**src/rtl/reg_scan_pkg.sv**
```systemverilog
// Shared types and constants for the reg_scan_8b channel sequencer.
// Latency: n/a (declarations only).
// Backpressure: n/a (declarations only).
package reg_scan_pkg;

    // Width of one mux channel word.
    localparam int CH_W = 8;

    // Number of mux channels fed by the register bank.
    localparam int N_CH = 4;

    // Highest select value; a transfer here ends a pass.
    localparam logic [1:0] SEL_LAST = 2'd3;

    typedef enum logic [1:0] {
        IDLE = 2'd0,
        SCAN = 2'd1,
        DONE = 2'd2
    } state_t;

    typedef logic [N_CH-1:0][CH_W-1:0] bank_t;

    // Select step with natural wrap 3 -> 0.
    function automatic logic [1:0] sel_step(input logic [1:0] sel);
        return sel + 2'd1;
    endfunction

endpackage

```
**src/rtl/reg_scan_8b_reg4x8.sv**
```systemverilog
// Four-entry 8-bit channel register bank with a single write port.
// Latency: a write lands on the edge that samples it; contents readable the cycle after.
// Backpressure: none; writes are dropped while i_wr_inhibit is high.
//
// Ports:
//   i_clk, i_reset     clock, synchronous active-high clear of all entries
//   i_wr_en/addr/data  write strobe, channel index (0=A..3=D), write data
//   i_wr_inhibit       drops writes (the sequencer holds this high mid-scan)
//   o_q                current register contents, packed [3:0][7:0]
//   o_live             per channel, the value the register holds after the coming
//                      edge is usable for a transfer. With SKIP_ZERO_EN defined this
//                      is "non-zero"; otherwise every channel is always live.
module reg4x8
    import reg_scan_pkg::*;
(
    input  logic             i_clk,
    input  logic             i_reset,
    input  logic             i_wr_en,
    input  logic [1:0]       i_wr_addr,
    input  logic [CH_W-1:0]  i_wr_data,
    input  logic             i_wr_inhibit,
    output bank_t            o_q,
    output logic [N_CH-1:0]  o_live
);

    bank_t r_q;
    bank_t w_nxt;

    // Next contents: current value with the accepted write merged in.
    always_comb begin
        w_nxt = r_q;
        if (i_wr_en && !i_wr_inhibit) begin
            w_nxt[i_wr_addr] = i_wr_data;
        end
    end

    always_ff @(posedge i_clk) begin
        if (i_reset) begin
            r_q <= '0;
        end else begin
            r_q <= w_nxt;
        end
    end

    assign o_q = r_q;

    // Look-ahead on w_nxt so a Start that coincides with a write sees the
    // freshly written word when deciding whether channel 0 is skipped.
`ifdef SKIP_ZERO_EN
    always_comb begin
        o_live = '0;
        for (int i = 0; i < N_CH; i++) begin
            o_live[i] = |w_nxt[i];
        end
    end
`else
    assign o_live = '1;
`endif

endmodule

```
**src/rtl/reg_scan_8b.sv**
```systemverilog
// Sequencer driving an 8-bit 4:1 mux: holds channels A-D and streams them by stepping Sel.
// Latency: Sel/Valid valid the cycle after Start; Done 4*NPASS cycles after SCAN entry at full rate.
// Backpressure: Ready low holds Sel and Valid indefinitely; skipped channels advance regardless.
//
// Ports:
//   clk, reset            clock, synchronous active-high reset
//   WrEn/WrAddr/WrData    channel register write port (accepted in IDLE and DONE only)
//   Start                 single-cycle scan request (honoured in IDLE only, never queued)
//   Ready                 downstream accepts the word on mux output F this cycle
//   A, B, C, D            channel registers, wired to the mux data inputs
//   Sel                   mux select = current channel
//   Valid                 F holds a word to transfer
//   Busy                  high while scanning
//   Done                  one-cycle pulse when the scan completes
//
// Optional feature: SKIP_ZERO_EN -- channels holding 8'h00 are stepped over
// with Valid low for one cycle instead of being presented.
module reg_scan_8b
    import reg_scan_pkg::*;
#(
    parameter int NPASS = 1
) (
    input  logic             clk,
    input  logic             reset,
    input  logic             WrEn,
    input  logic [1:0]       WrAddr,
    input  logic [CH_W-1:0]  WrData,
    input  logic             Start,
    input  logic             Ready,
    output logic [CH_W-1:0]  A,
    output logic [CH_W-1:0]  B,
    output logic [CH_W-1:0]  C,
    output logic [CH_W-1:0]  D,
    output logic [1:0]       Sel,
    output logic             Valid,
    output logic             Busy,
    output logic             Done
);

    localparam logic [3:0] PASS_LAST = 4'(NPASS - 1);

    state_t            r_state;
    logic [1:0]        r_sel;
    logic [3:0]        r_pass;
    logic              r_valid;
    logic              r_busy;
    logic              r_done;

    bank_t             w_q;
    logic [N_CH-1:0]   w_live;
    logic              w_wr_inhibit;
    logic              w_adv;
    logic              w_last;
    logic [1:0]        w_sel_inc;

    // Registers must not change under the consumer while a scan is running.
    assign w_wr_inhibit = (r_state == SCAN);

    reg4x8 u_bank (
        .i_clk        (clk),
        .i_reset      (reset),
        .i_wr_en      (WrEn),
        .i_wr_addr    (WrAddr),
        .i_wr_data    (WrData),
        .i_wr_inhibit (w_wr_inhibit),
        .o_q          (w_q),
        .o_live       (w_live)
    );

    // A presented word moves on only with Ready; a skipped slot (Valid low
    // while scanning) always moves on after its single cycle.
    assign w_adv     = (r_state == SCAN) && (!r_valid || Ready);
    assign w_last    = (r_sel == SEL_LAST) && (r_pass == PASS_LAST);
    assign w_sel_inc = sel_step(r_sel);

    always_ff @(posedge clk) begin
        if (reset) begin
            r_state <= IDLE;
            r_sel   <= 2'd0;
            r_pass  <= 4'd0;
            r_valid <= 1'b0;
            r_busy  <= 1'b0;
            r_done  <= 1'b0;
        end else begin
            case (r_state)
                IDLE: begin
                    r_done <= 1'b0;
                    if (Start) begin
                        r_state <= SCAN;
                        r_sel   <= 2'd0;
                        r_pass  <= 4'd0;
                        r_busy  <= 1'b1;
                        r_valid <= w_live[0];
                    end
                end

                SCAN: begin
                    if (w_adv) begin
                        if (w_last) begin
                            r_state <= DONE;
                            r_sel   <= 2'd0;
                            r_valid <= 1'b0;
                            r_busy  <= 1'b0;
                            r_done  <= 1'b1;
                        end else begin
                            r_sel   <= w_sel_inc;
                            if (r_sel == SEL_LAST) begin
                                r_pass <= r_pass + 4'd1;
                            end
                            // Writes are inhibited here, so w_live reflects the
                            // stable register contents of the next channel.
                            r_valid <= w_live[w_sel_inc];
                        end
                    end
                end

                DONE: begin
                    r_state <= IDLE;
                    r_done  <= 1'b0;
                end

                default: begin
                    r_state <= IDLE;
                    r_sel   <= 2'd0;
                    r_valid <= 1'b0;
                    r_busy  <= 1'b0;
                    r_done  <= 1'b0;
                end
            endcase
        end
    end

    assign A     = w_q[0];
    assign B     = w_q[1];
    assign C     = w_q[2];
    assign D     = w_q[3];
    assign Sel   = r_sel;
    assign Valid = r_valid;
    assign Busy  = r_busy;
    assign Done  = r_done;

endmodule

```
**config.mk**
```make
export PLATFORM = sky130hd
export DESIGN_NAME = reg_scan_8b
export DESIGN_NICKNAME = d
export VERILOG_FILES = /design/src/rtl/reg_scan_pkg.sv /design/src/rtl/reg_scan_8b_reg4x8.sv /design/src/rtl/reg_scan_8b.sv
export SDC_FILE = /design/constraint.sdc
export NUM_CORES = 1
export LEC_CHECK = 0
export BUFFER_PORTS_ARGS = -buffer_cell sky130_fd_sc_hd__buf_4
export CORE_MARGIN = 5
export CORE_UTILIZATION = 52
export DETAILED_ROUTE_END_ITERATION = 16
export PLACE_DENSITY_LB_ADDON = 0.3
export SLEW_MARGIN = 20
export SYNTH_ARGS = -nofsm -noshare
export SYNTH_HDL_FRONTEND = slang
export SYNTH_HIERARCHICAL = 1
export SYNTH_SLANG_ARGS = --single-unit
```
**constraint.sdc**
```tcl
create_clock -name clk -period 2.2 [get_ports clk]
set_input_delay 0.44 -clock clk [delete_from_list [all_inputs] [get_ports clk]]
set_output_delay 0.44 -clock clk [all_outputs]
set_load 0.005 [all_outputs]
```
# [Word level (Yosys, flattened, before mapping)]
# Index checks and enable logic that the tools add are counted.
[totals] regBits=43 latch_bits=0 mem_bits_rw=0 mem_bits_ro=0 output_inout_bits=37 n_memories=0
[classes] n_addsub=2 n_mul=0 div=0 order_cmp=3 n_eq_ne=8 n_shift=0 n_mux=25 bitwise=2 reduce_logical=16
[ops] op="32-bit bitwise mux" count=1
[ops] op="8-bit demux with 2-bit select" count=1
[ops] op="4-bit two-way mux" count=4
[ops] op="2-bit two-way mux" count=6
[ops] op="2-bit inequality test, second input constant" count=5
[ops] op="8-bit two-way mux" count=1
[ops] op="4-bit one-hot mux with 2 select lines" count=1
[ops] op="2-bit by 3-bit < comparator with 1-bit output, second input constant" count=2
[ops] op="1-bit two-way mux" count=6
[ops] op="1-bit one-hot mux with 3 select lines" count=2
[ops] op="2-bit one-hot mux with 3 select lines" count=1
[ops] op="3-bit AND reduction" count=2
[ops] op="5-bit AND reduction" count=1
[ops] op="4-bit by 1-bit adder with 4-bit output, second input constant" count=1
[ops] op="2-bit == test, second input constant" count=2
[ops] op="1-bit logical AND" count=4
[ops] op="4-bit logical NOT" count=1
[ops] op="2-bit one-hot mux with 2 select lines" count=1
[ops] op="4-bit AND reduction" count=1
[ops] op="2-bit by 1-bit adder with 2-bit output, second input constant" count=1
[ops] op="1-bit binary-select mux with 2-bit select" count=1
[ops] op="2-bit by 1-bit == test with 1-bit output, second input constant" count=1
[ops] op="2-bit by 1-bit greater-or-equal comparator with 1-bit output, second input constant" count=1
[ops] op="1-bit logical NOT" count=2
[ops] op="other kinds (6)" count=7

# [Longest topological paths before layout]
[depth] ltp_word=6 depth_mapped=6 depth_no_buf=5

# [Cells and area by module]
# The synthesis kept the hierarchy.
[by_module_without_submodules] module="reg4x8" n_inst=1 cells_each=123 area_each_um2=1355.0 seq_area_each_um2=640.6
[by_module_without_submodules] module="reg_scan_8b" n_inst=1 cells_each=78 area_each_um2=684.4 seq_area_each_um2=220.2

# [Least setup slack after synthesis]
# Ideal clock, no wire load.
[synth_path] path_kind="reg2reg" from="register r_state[1]" to="register u_bank.r_q (netlist bit u_bank/o_q[0])" setup_time_ns=0.121 arrival_ns=1.449 t_required_ns=2.079 slack_ns=0.631 path_stages_with_launch=7 n_path_buf=3 synth_period_minus_slack_ns=1.569 path_cell_list="dfxtp_1 -> buf_6 -> nor2b_1 -> clkbuf_1 -> or4b_4 -> buf_6 -> mux2i_1"
[synth_between] elab_chain_cells=3
[synth_lines] item="start, declared" line="reg_scan_8b.sv:42" rtl="state_t r_state;"
[synth_lines] item="start signal, assigned" line="reg_scan_8b.sv:78" rtl="r_state <= IDLE;"
[synth_lines] item="start signal, assigned" line="reg_scan_8b.sv:89" rtl="r_state <= SCAN;"
[synth_lines] item="start signal, assigned" line="reg_scan_8b.sv:100" rtl="r_state <= DONE;"
[synth_lines] item="2-bit by 1-bit == test with 1-bit output" line="reg_scan_8b.sv:57" rtl="assign w_wr_inhibit = (r_state == SCAN);"
[synth_lines] item="net w_wr_inhibit" line="reg_scan_8b.sv:51" rtl="logic w_wr_inhibit;"
[synth_lines] item="1-bit logical NOT" line="reg_scan_8b_reg4x8.sv:32" rtl="if (i_wr_en && !i_wr_inhibit) begin"
[synth_lines] item="1-bit logical AND" line="reg_scan_8b_reg4x8.sv:32"
[synth_lines] item="end signal, assigned" line="reg_scan_8b_reg4x8.sv:41" rtl="r_q <= w_nxt;"
[synth_lines] item="end, declared" line="reg_scan_8b_reg4x8.sv:26" rtl="bank_t r_q;"
# The timed path passes the listed nets, and every way through them passes these cells.
# A chain may end at the register's enable or synchronous reset.

# [Worst setup path in the final report]
[layout_path] from="register r_state[0]" to="register u_bank.r_q (netlist bit u_bank/o_q[28])"
[layout_between] elab_chain_cells=3
[layout_lines] item="2-bit by 1-bit == test with 1-bit output" line="reg_scan_8b.sv:57"
[layout_lines] item="1-bit logical NOT" line="reg_scan_8b_reg4x8.sv:32"
[layout_lines] item="1-bit logical AND" line="reg_scan_8b_reg4x8.sv:32"
# Every way passes these cells.

==> metrics.yaml <==
outcome:
  status: "completed"
clock_network:
  clk_latency_ns: 0.29
  clk_path_buf_depth: 2
  clkTransAtPathRegs_ns: 0.08
  cts_tree: "built"
  cts.htree.levels: 2
  cts_resized: 0
  cts_hold_buf: 0
  clockRootBuffer: "clkbuf_8"
  cts_sinks: 43
  cts_setup_buffers: 0
  cts_buffers: 5
timing:
  min_period_ns: 1.775
  max_freq_mhz: 563.5
  fin_setup_tns_ns: 0
  fin_crit_sh_pct: 80.66
  hold_viol: 0
  finalSetupViolations: 0
  rsz0062_at_grt: "no"
  fin_worst_skew_ns: 0.002254
  maxSlewViolCount: 0
  slew_headroom_pct: 63.35
  tightest_slew_ns: 0.5468
setup_path:
  end_kind: "flop"
  start_kind: "flop"
  criticalPathCategory: "reg -> reg"
  crit_path_top_delay_cell: "dfxtp_1"
  critPathMaxStageDelay_ns: 0.58
  cp_data_required_time_ns: 2.40
  crit_chain: "nor2b_1, nand4b_1, mux2i_1"
  arrival_ns: 1.98
  cp_max_fo: 15
floorplan:
  die_h_um: 72.63
  initial_core_util_pct: 54.48
  die_area_um2: 5274
  die_x_um: 72.63
  rows: 22
  io_pins: 52
  core_um2: 3744
power_and_ir_drop:
  p_sw_uw: 353.7
  switching_share_pct: 21.84
  max-vdd-ir-drop_uv: 396.3
  pwr-share-seq_pct: 50.7
  clockPowerShare_pct: 38.4
  power.leakage_nw: 1.168
  combPwrFrac_pct: 11.0
  power_mw: 1.619
  internal_power_mw: 1.265
  cellPowerDensity_nw_per_um2: 640.9
job:
  drv_cap: 0
routing:
  vias: 1561
  final_antenna_net_count: 0
  drt_iter0_drc: 79
  wl_per_cell_um: 14.75
  drt_wl_total_mm: 4.367
  drc: 0
  vias_per_cell: 5.274
  first_pass_iters: 4
synthesis:
  syn_inst: 201
  synth-edff-count: 0
  ys.flop_type: "dfxtp_1"
  yosysWarnings: 6
  synth_area_um2: 2039
  synth_seq_cells: 43
  async_flop_share_pct: 0
  postSynthAreaPerCell_um2: 10.15
  synth_seq_area_share_pct: 42.21
  ys_types: 40
worst_hold_path:
  hp-class: "reg -> reg"
placement:
  portBuffers: 51
  dpl.hpwl_mm: 3.197
  place_congestion: 0.8524
global_route:
  grt_pass1_vias: 1431
  grt-ovfl-total: 0
  antenna_found_initial: 0
  track_usage_pct: 17.31
  grt_first_pass_wirelength_mm: 7.134
  grt_max_degree: 51
final_layout:
  nets: 265
  drive_above_1_share_pct: 27.02
  final_util_pct: 67.48
  area_delta_synth_final_pct: 23.86
  diodes: 0
power by group through the flow:
| stage | logic (mW) | registers [mW] | clock network [mW] |
|---|---|---|---|
| after floorplan | 0.107 | 0.836 | 0 |
| after global placement | 0.175 | 0.838 | 0 |
| after detailed placement | 0.176 | 0.839 | 0 |
| after CTS | 0.177 | 0.821 | 0.634 |
| after global routing | 0.194 | 0.825 | 0.672 |
| final | 0.178 | 0.821 | 0.621 |
final timing paths:
| kind | cells past startpoint | startpoint | end | slack (ns) |
|---|---|---|---|---|
| setup reg to reg | 3 | r_state[0]$_SDFFE_PP0P_ | u_bank/o_q[28]$_SDFFE_PP0P_ | 0.43 |
| hold reg to reg | 2 | u_bank/o_q[21]$_SDFFE_PP0P_ | u_bank/o_q[21]$_SDFFE_PP0P_ | 0.48 |
| setup / recovery | 3 | r_state[0]$_SDFFE_PP0P_ | u_bank/o_q[28]$_SDFFE_PP0P_ | 0.43 |
| hold / removal | 2 | u_bank/o_q[21]$_SDFFE_PP0P_ | u_bank/o_q[21]$_SDFFE_PP0P_ | 0.48 |
sequential cells by signal (all words and copies together), names as in the netlist:
name	flops
Done	1
u_bank/o_q	32
Sel	2
Busy	1
r_state	2
Valid	1
r_pass	4
per-stage QoR:
step           std cells  hold WS, ns  area, µm²  setup slack (ns)
2_1_floorplan        204       0.4605       2051            0.6308
3_3_place_gp         288       0.4541       2409            0.5353
3_5_place_dp         288       0.4651       2409            0.4683
4_1_cts              296       0.4817       2526            0.4510
5_1_grt              296       0.4987       2526            0.2508
6_report             296       0.4771       2526            0.4255
synth_stat cells, types with 4 or more instances:
cell type	n	area (µm²)
inv_1	4	15.01
buf_4	4	30.03
clkbuf_1	8	30.03
nand3_1	4	20.02
nand4bb_1	4	45.04
nand2b_1	42	262.8
nand4_1	4	25.02
dfxtp_1	43	860.8
nand2_1	5	18.77
nor2_1	5	18.77
mux2i_1	35	350.3
area by class of cell:
type / count / area (µm²)
tap: 48 / 60.06
inverter: 5 / 18.77
clock buffer: 6 / 82.58
multi-input combinational: 140 / 1079
fill: 308 / 1217
clock inverter: 2 / 35.03
timing repair buffer: 52 / 390.4
sequential: 43 / 860.8
per-layer routing:
metal | up-vias | global-route usage, % | part of all wire, %
met3 | 2 | 5.372 | 5.8
met2 | 42 | 24.95 | 44
met5 | - | 0 | 0
li1 | 783 | - | -
met1 | 734 | 25.34 | 50
met4 | 0 | 3.689 | 0.39
worst max-delay path, delay by kind of cell (launching register included):
kind          cells  cell delay (ns)
flops             1             0.58
mux               1             0.27
simple gates      2             0.84
cell families after synthesis:
family / count (synthesis) / share of synthesized area [%]
compound gates: 12 / 4.172
fa+ha+maj: 3 / 1.841
buf+inv: 21 / 5.460
flops: 43 / 42.21
mux: 36 / 18.28
other cells: 1 / 0.1839
simple gates: 85 / 27.85
cell usage in the layout (no fill, tap or decap), types with 3 or more instances in the layout:
cell and count:
nand3_1 4, nand2b_1 42, a31oi_1 3, ha_1 3
dfxtp_1 43, nand4_1 4, nor2_1 5, conb_1 4
nor2b_1 3, mux2i_1 35, nand2_1 5, nand4bb_1 4
inv_1 4, buf_4 52, clkbuf_8 6
Note: power is estimated with default switching activity, not from simulation.
